File: src/rtl/afifo_pkg.sv
// Shared helpers for the asynchronous FIFO pointer controllers (write and read side).
//
// Contents:
//   DEFAULT_ADDRSIZE / DEPTH : default FIFO geometry (depth = 2^ADDRSIZE).
//   bin2gray / gray2bin      : width-generic Gray conversions. They operate on a
//                              32-bit container; callers zero-extend a narrower
//                              pointer in and slice the result back out. Leading
//                              zeros do not disturb either conversion.
package afifo_pkg;

  localparam int DEFAULT_ADDRSIZE = 4;
  localparam int DEPTH            = 1 << DEFAULT_ADDRSIZE;

  function automatic logic [31:0] bin2gray(input logic [31:0] b);
    return (b >> 1) ^ b;
  endfunction

  function automatic logic [31:0] gray2bin(input logic [31:0] g);
    logic [31:0] b;
    b[31] = g[31];
    for (int i = 30; i >= 0; i--) begin
      b[i] = b[i+1] ^ g[i];
    end
    return b;
  endfunction

endpackage

File: src/rtl/wptr_full_ctrl_if.sv
// Write-side bus between the producer / pointer synchronizer and wptr_full_ctrl.
//
// Signals:
//   winc         producer write request
//   wq2_rptr     Gray read pointer, already synchronized to wclk
//   waddr        RAM write address
//   wptr         Gray write pointer to the read-domain synchronizer
//   wfull        full flag
//   walmost_full fill level >= threshold
//   wlevel       fill level seen from the write side
//   wovf         sticky overflow       (only with WPTR_FULL_OVF_EN)
//   wdrop_cnt    saturating drop count (only with WPTR_FULL_OVF_EN)
//
// Modports: master = producer side, slave = wptr_full_ctrl.
interface wptr_full_ctrl_if #(
  parameter int ADDRSIZE = 4
);
  logic                winc;
  logic [ADDRSIZE:0]   wq2_rptr;
  logic [ADDRSIZE-1:0] waddr;
  logic [ADDRSIZE:0]   wptr;
  logic                wfull;
  logic                walmost_full;
  logic [ADDRSIZE:0]   wlevel;
`ifdef WPTR_FULL_OVF_EN
  logic                wovf;
  logic [7:0]          wdrop_cnt;

  modport master (
    output winc, wq2_rptr,
    input  waddr, wptr, wfull, walmost_full, wlevel, wovf, wdrop_cnt
  );
  modport slave (
    input  winc, wq2_rptr,
    output waddr, wptr, wfull, walmost_full, wlevel, wovf, wdrop_cnt
  );
`else
  modport master (
    output winc, wq2_rptr,
    input  waddr, wptr, wfull, walmost_full, wlevel
  );
  modport slave (
    input  winc, wq2_rptr,
    output waddr, wptr, wfull, walmost_full, wlevel
  );
`endif
endinterface

File: src/rtl/wptr_full_ctrl_gray2bin_conv.sv
// gray2bin_conv: combinational Gray-to-binary converter (XOR prefix from the MSB).
// Used for the synchronized read pointer here and for the write pointer on the
// read side.
//
// Ports:
//   i_gray  W-bit Gray code in
//   o_bin   W-bit binary out
module gray2bin_conv #(
  parameter int W = 5
) (
  input  logic [W-1:0] i_gray,
  output logic [W-1:0] o_bin
);

  // Bit i of the binary value is the XOR of all Gray bits at or above i.
  always_comb begin
    o_bin = '0;
    for (int i = 0; i < W; i++) begin
      o_bin[i] = ^(i_gray >> i);
    end
  end

endmodule

File: src/rtl/wptr_full_ctrl.sv
// wptr_full_ctrl: write-domain pointer and full-flag controller of the async FIFO.
// Holds the binary write counter, drives the RAM write address and the Gray write
// pointer, and compares against the synchronized read pointer to produce full,
// almost-full and fill level. All outputs are registered; winc has no
// combinational path to any output.
//
// Ports:
//   wclk    write clock
//   wrst_n  synchronous active-low reset (priority over winc)
//   bus     wptr_full_ctrl_if.slave (winc, wq2_rptr in; waddr, wptr, wfull,
//           walmost_full, wlevel out; wovf, wdrop_cnt out with the macro)
//
// Build option: define WPTR_FULL_OVF_EN to add the sticky overflow flag and the
// saturating dropped-write counter.
module wptr_full_ctrl
  import afifo_pkg::*;
#(
  parameter int ADDRSIZE     = 4,
  parameter int AFULL_THRESH = 12
) (
  input  logic             wclk,
  input  logic             wrst_n,
  wptr_full_ctrl_if.slave  bus
);

  localparam int A = ADDRSIZE;

  logic [A:0] r_wbin;
  logic [A:0] r_wptr;
  logic [A:0] r_wlevel;
  logic       r_wfull;
  logic       r_walmost_full;

  logic       w_wacc;
  logic [A:0] w_wbin_next;
  logic [A:0] w_wgray_next;
  logic [A:0] w_rbin;
  logic [A:0] w_rptr_full_pat;
  logic [A:0] w_wlevel_next;
  logic       w_wfull_next;
  logic       w_walmost_full_next;

  gray2bin_conv #(.W(A + 1)) u_rptr_conv (
    .i_gray (bus.wq2_rptr),
    .o_bin  (w_rbin)
  );

  // Next-state: accept only when not full; wbin wraps naturally modulo 2^(A+1).
  assign w_wacc       = bus.winc & ~r_wfull;
  assign w_wbin_next  = r_wbin + {{A{1'b0}}, w_wacc};
  assign w_wgray_next = (A + 1)'(bin2gray(32'(w_wbin_next)));

  // Full when write pointer is exactly one lap ahead: top two Gray bits inverted.
  assign w_rptr_full_pat     = {~bus.wq2_rptr[A:A-1], bus.wq2_rptr[A-2:0]};
  assign w_wfull_next        = (w_wgray_next == w_rptr_full_pat);
  assign w_wlevel_next       = w_wbin_next - w_rbin;
  assign w_walmost_full_next = (32'(w_wlevel_next) >= 32'(AFULL_THRESH));

  // ---- register stage: pointer and flag state ----
  always_ff @(posedge wclk) begin
    if (!wrst_n) begin
      r_wbin         <= '0;
      r_wptr         <= '0;
      r_wlevel       <= '0;
      r_wfull        <= 1'b0;
      r_walmost_full <= 1'b0;
    end else begin
      r_wbin         <= w_wbin_next;
      r_wptr         <= w_wgray_next;
      r_wlevel       <= w_wlevel_next;
      r_wfull        <= w_wfull_next;
      r_walmost_full <= w_walmost_full_next;
    end
  end

  assign bus.waddr        = r_wbin[A-1:0];
  assign bus.wptr         = r_wptr;
  assign bus.wfull        = r_wfull;
  assign bus.walmost_full = r_walmost_full;
  assign bus.wlevel       = r_wlevel;

`ifdef WPTR_FULL_OVF_EN
  function automatic logic [7:0] sat_inc8(input logic [7:0] v);
    return (v == 8'hFF) ? v : v + 8'd1;
  endfunction

  logic       r_wovf;
  logic [7:0] r_wdrop_cnt;

  // ---- register stage: overflow tracking (write attempted while full) ----
  always_ff @(posedge wclk) begin
    if (!wrst_n) begin
      r_wovf      <= 1'b0;
      r_wdrop_cnt <= '0;
    end else if (bus.winc & r_wfull) begin
      r_wovf      <= 1'b1;
      r_wdrop_cnt <= sat_inc8(r_wdrop_cnt);
    end
  end

  assign bus.wovf      = r_wovf;
  assign bus.wdrop_cnt = r_wdrop_cnt;
`endif

endmodule

File: src/flat_wrapper.sv
// flat-port wrapper written by rule: the top's interface ports become plain ports
module wptr_full_ctrl_flat import afifo_pkg::*;
#(
  parameter int ADDRSIZE     = 4,
  parameter int AFULL_THRESH = 12
)
  (wclk, wrst_n, bus_winc, bus_wq2_rptr, bus_waddr, bus_wptr, bus_wfull, bus_walmost_full, bus_wlevel);
  wptr_full_ctrl_if #(.ADDRSIZE(ADDRSIZE)) bus_i ();
  input  logic wclk;
  input  logic wrst_n;
  input wire logic [$bits(bus_i.winc)-1:0] bus_winc;
  input wire logic [$bits(bus_i.wq2_rptr)-1:0] bus_wq2_rptr;
  output wire logic [$bits(bus_i.waddr)-1:0] bus_waddr;
  output wire logic [$bits(bus_i.wptr)-1:0] bus_wptr;
  output wire logic [$bits(bus_i.wfull)-1:0] bus_wfull;
  output wire logic [$bits(bus_i.walmost_full)-1:0] bus_walmost_full;
  output wire logic [$bits(bus_i.wlevel)-1:0] bus_wlevel;
  assign bus_i.winc = bus_winc;
  assign bus_i.wq2_rptr = bus_wq2_rptr;
  assign bus_waddr = bus_i.waddr;
  assign bus_wptr = bus_i.wptr;
  assign bus_wfull = bus_i.wfull;
  assign bus_walmost_full = bus_i.walmost_full;
  assign bus_wlevel = bus_i.wlevel;
  wptr_full_ctrl #(.ADDRSIZE(ADDRSIZE), .AFULL_THRESH(AFULL_THRESH)) u_core (.wclk(wclk), .wrst_n(wrst_n), .bus(bus_i));
endmodule
File: config.mk
export PLATFORM = sky130hd
export DESIGN_NAME = wptr_full_ctrl_flat
export DESIGN_NICKNAME = d
export VERILOG_FILES = /design/src/rtl/afifo_pkg.sv /design/src/rtl/wptr_full_ctrl_if.sv /design/src/rtl/wptr_full_ctrl_gray2bin_conv.sv /design/src/rtl/wptr_full_ctrl.sv /design/src/flat_wrapper.sv
export SDC_FILE = /design/constraint.sdc
export NUM_CORES = 1
export LEC_CHECK = 0
export BUFFER_PORTS_ARGS = -buffer_cell sky130_fd_sc_hd__buf_2
export CORE_MARGIN = 10
export CORE_UTILIZATION = 53
export DETAILED_ROUTE_END_ITERATION = 10
export PLACE_DENSITY = 0.91
export SLEW_MARGIN = 30
export SYNTH_ARGS = -nofsm -noshare
export SYNTH_HDL_FRONTEND = slang
export SYNTH_HIERARCHICAL = 1
export SYNTH_SLANG_ARGS = --single-unit
File: constraint.sdc
create_clock -name wclk -period 5.35 [get_ports wclk]
set_clock_uncertainty 0.1 [all_clocks]
set_input_delay 1.07 -clock wclk [delete_from_list [all_inputs] [get_ports wclk]]
set_output_delay 1.07 -clock wclk [all_outputs]
set_load 0.005 [all_outputs]
==> impl_metrics.toml <==
[sta]
slew_headroom_pct = 65.54
holdWs_ns = 0.5571
clock.fmax_ghz = 0.3198
setup-violations-final = 0
rsz0062_at_grt = "no"
fin_tns_setup_ns = 0
slew_viol_final = 0
period_share_pct = 58.45
tightestPinTransition_ns = 0.5143
period_minus_slack_ns = 3.127
hold_viol_final = 0

[yosys]
ys_seq_elements = 16
synth_edf_count = 0
mappedNetlistArea_um2 = 862.1
syn-num-nets = 94
synth.distinct_cells = 25
avgSynthCellArea_um2 = 10.78
synthFlopType = "dfxtp_1"
syn-instance-count = 80
synth_top_area_share_pct = 37.16
synthTopCellsByArea = "dfxtp_1 (37%), xnor2_1 (13%), ha_1 (7.3%)"
yosysSeqAreaShare_pct = 37.16
yosysTopAreaCell = "dfxtp_1"
ys_async_sr_fraction_pct = 0
netlist_top_cells_count = "dfxtp_1 (16), xnor2_1 (13), and2_1 (8), inv_1 (8)"
ys_warn_count = 6
yosysMostFrequentCell = "dfxtp_1"

[route]
first_iter_violations = 5
drt_pass1_iterations = 3
vias = 575
wl_per_cell_um = 13.64
drc = 0
ant_nets = 0
totalWireLength_um = 1637
viasPerCell = 4.792

[worst_hold_path]
worstHoldStart = "u_core/r_wbin[3]$_SDFF_PN0_"
hp-class = "register to register"

[global_route]
grt_max_degree = 17
grt_pass1_wl_um = 2870
grt_use_total_pct = 10.18
antenna_found_initial = 0
grt_pass1_vias = 617
grt-ovfl-total = 0

[die]
die_w_um = 60.33
io_pins = 24
rows = 14
core-area_mm2 = 0.001524
die_y_um = 60.33
die-area_mm2 = 0.003640
start_util_pct = 56.57

[clocking]
cts.sinks = 16
clockBufferDepth = 2
postCtsSetupBuffers = 0
ctsHoldBuffers = 0
clk_pin_slew_ns = 0.08
cts_root_buf = "clkbuf_4"
cts_made_buffers = 3
htree_levels = 1
cts_tree = "yes"
clock_latency_ns = 0.28
cts_resized = 0

[final_layout]
nets = 120
multi_input_area_um2 = 500.5
regArea_um2 = 320.3
fin_area_mm2 = 0.001008
insertedDiodeCount = 0
final_core_util_pct = 66.17
drive_gt1_share_pct = 31.73
syn_to_final_growth_pct = 16.98
fillers = 123

[run_status]
status = "complete, no violations"

[setup_path]
crit_type = "input pin to register"
crit_start = "bus_wq2_rptr[4]"
cp_max_fo = 4
max_stage_delay_ns = 0.42
rrSetupSlack_ns = 2.93
start_kind = "input pin"
r2r-start = "u_core/bus.wfull$_SDFF_PN0_"
endpoint_kind = "register"
timing.critical_path.to = "u_core/bus.wlevel[4]$_SDFF_PN0_"
cp_slowest_cell = "fa_1"
r2r_cells = 9
r2r-end = "u_core/bus.wlevel[4]$_SDFF_PN0_"
worstPathRequired_ns = 5.43
crit_chain = "buf_2 -> xor2_2 -> xnor3_1 -> ha_1 -> fa_1 -> maj3_2 -> o21bai_2 -> xnor2_1 -> and2_1"
worstPathArrival_ns = 3.20

[place]
postPlaceCellArea_um2 = 985.9
io_buffers = 23
gp_congestion = 0.8629
dp_hpwl_um = 1389

[power]
vdd_drop_max_v = 0.0002145
cellLeakagePower_nw = 0.4919
power.density_mw_per_mm2 = 298.2

[job]
cap_violations = 0
-- worst min-delay path by stage --
stage / end / slack, ns / depth (start not counted)
6_report: u_core/bus.wfull$_SDFF_PN0_ / 0.56 / 3
5_1_grt: u_core/r_wbin[4]$_SDFF_PN0_ / 0.63 / 3
3_5_place_dp: u_core/bus.wfull$_SDFF_PN0_ / 0.55 / 3
3_3_place_gp: u_core/bus.wfull$_SDFF_PN0_ / 0.54 / 3
4_1_cts: u_core/bus.wfull$_SDFF_PN0_ / 0.57 / 3
2_1_floorplan: u_core/bus.wfull$_SDFF_PN0_ / 0.53 / 3
-- layout by cell type (no fill, tap or decap) --
master     instances
ha_1               5
a21oi_1            2
nand3_2            1
or3_1              1
xor2_4             1
xor2_2             1
maj3_2             1
o21bai_2           1
nand3_1            2
xnor3_1            1
xnor2_2            1
xnor2_1           13
and2b_2            1
nand4_1            1
and2_1             8
buf_2             23
o2bb2ai_1          1
clkbuf_4           3
nand2_1            1
dfxtp_1           16
inv_1              8
nor2b_1            5
fa_1               1
maj3_1             1
xor2_1             5
-- report_power, final --
group	total [mW]	internal (mW)	switching (mW)
Clock	0.0602	0.0261	0.0341
Combinational	0.102	0.0500	0.0516
Sequential	0.139	0.135	0.00412
Total	0.301	0.211	0.0898
-- registers in the layout, indices dropped and copies added (netlist names) --
register / cells
u_core/bus.wlevel: 5
u_core/r_wbin: 5
u_core/bus.wptr: 4
u_core/bus.walmost_full: 1
u_core/bus.wfull: 1
-- routing by layer --
layer	vias up	global-route usage [%]	part of all wire, %
met5	-	0	0
met4	0	4.487	1.4
met3	2	4.593	8.8
met2	15	16.76	50
met1	261	11.00	39
li1	297	-	-
-- cell type report --
cell class                      instances  area share [%]
Sequential cell                        16           31.76
Inverter                                8           2.978
Clock buffer                            3           2.233
Multi-Input combinational cell         54           49.63
Tap cell                               16           1.985
Timing Repair Buffer                   23           11.41
-- critical path, delay by kind of cell --
family	cells	cell delay, ns
compound gates	1	0.12
fa+ha+maj	3	0.96
xor+xnor	3	0.76
simple gates	1	0.16
buf+inv	1	0.13
-- through the flow --
| step | setup slack (ns) | std cells | total power, mW |
|---|---|---|---|
| after floorplan | 2.225 | 80 | 0.2098 |
| after global placement | 2.035 | 117 | 0.2377 |
| after detailed placement | 1.938 | 117 | 0.2436 |
| after CTS | 2.229 | 120 | 0.3032 |
| after global routing | 2.123 | 120 | 0.3232 |
| final | 2.223 | 120 | 0.3007 |
-- cell families (layout without fill, tap and decap cells) --
kind of cell / count (synthesis) / count (layout) / synth area share, %
DFF: 16 / 16 / 37.16
adders and majority gates: 8 / 8 / 12.05
xor gates and xnor gates: 22 / 22 / 27.87
buffers and inverters: 10 / 34 / 4.790
AOI/OAI and AO/OA: 4 / 4 / 3.483
and+or+nand+nor: 20 / 20 / 14.66
No activity file was read; power rests on OpenSTA's default activity.
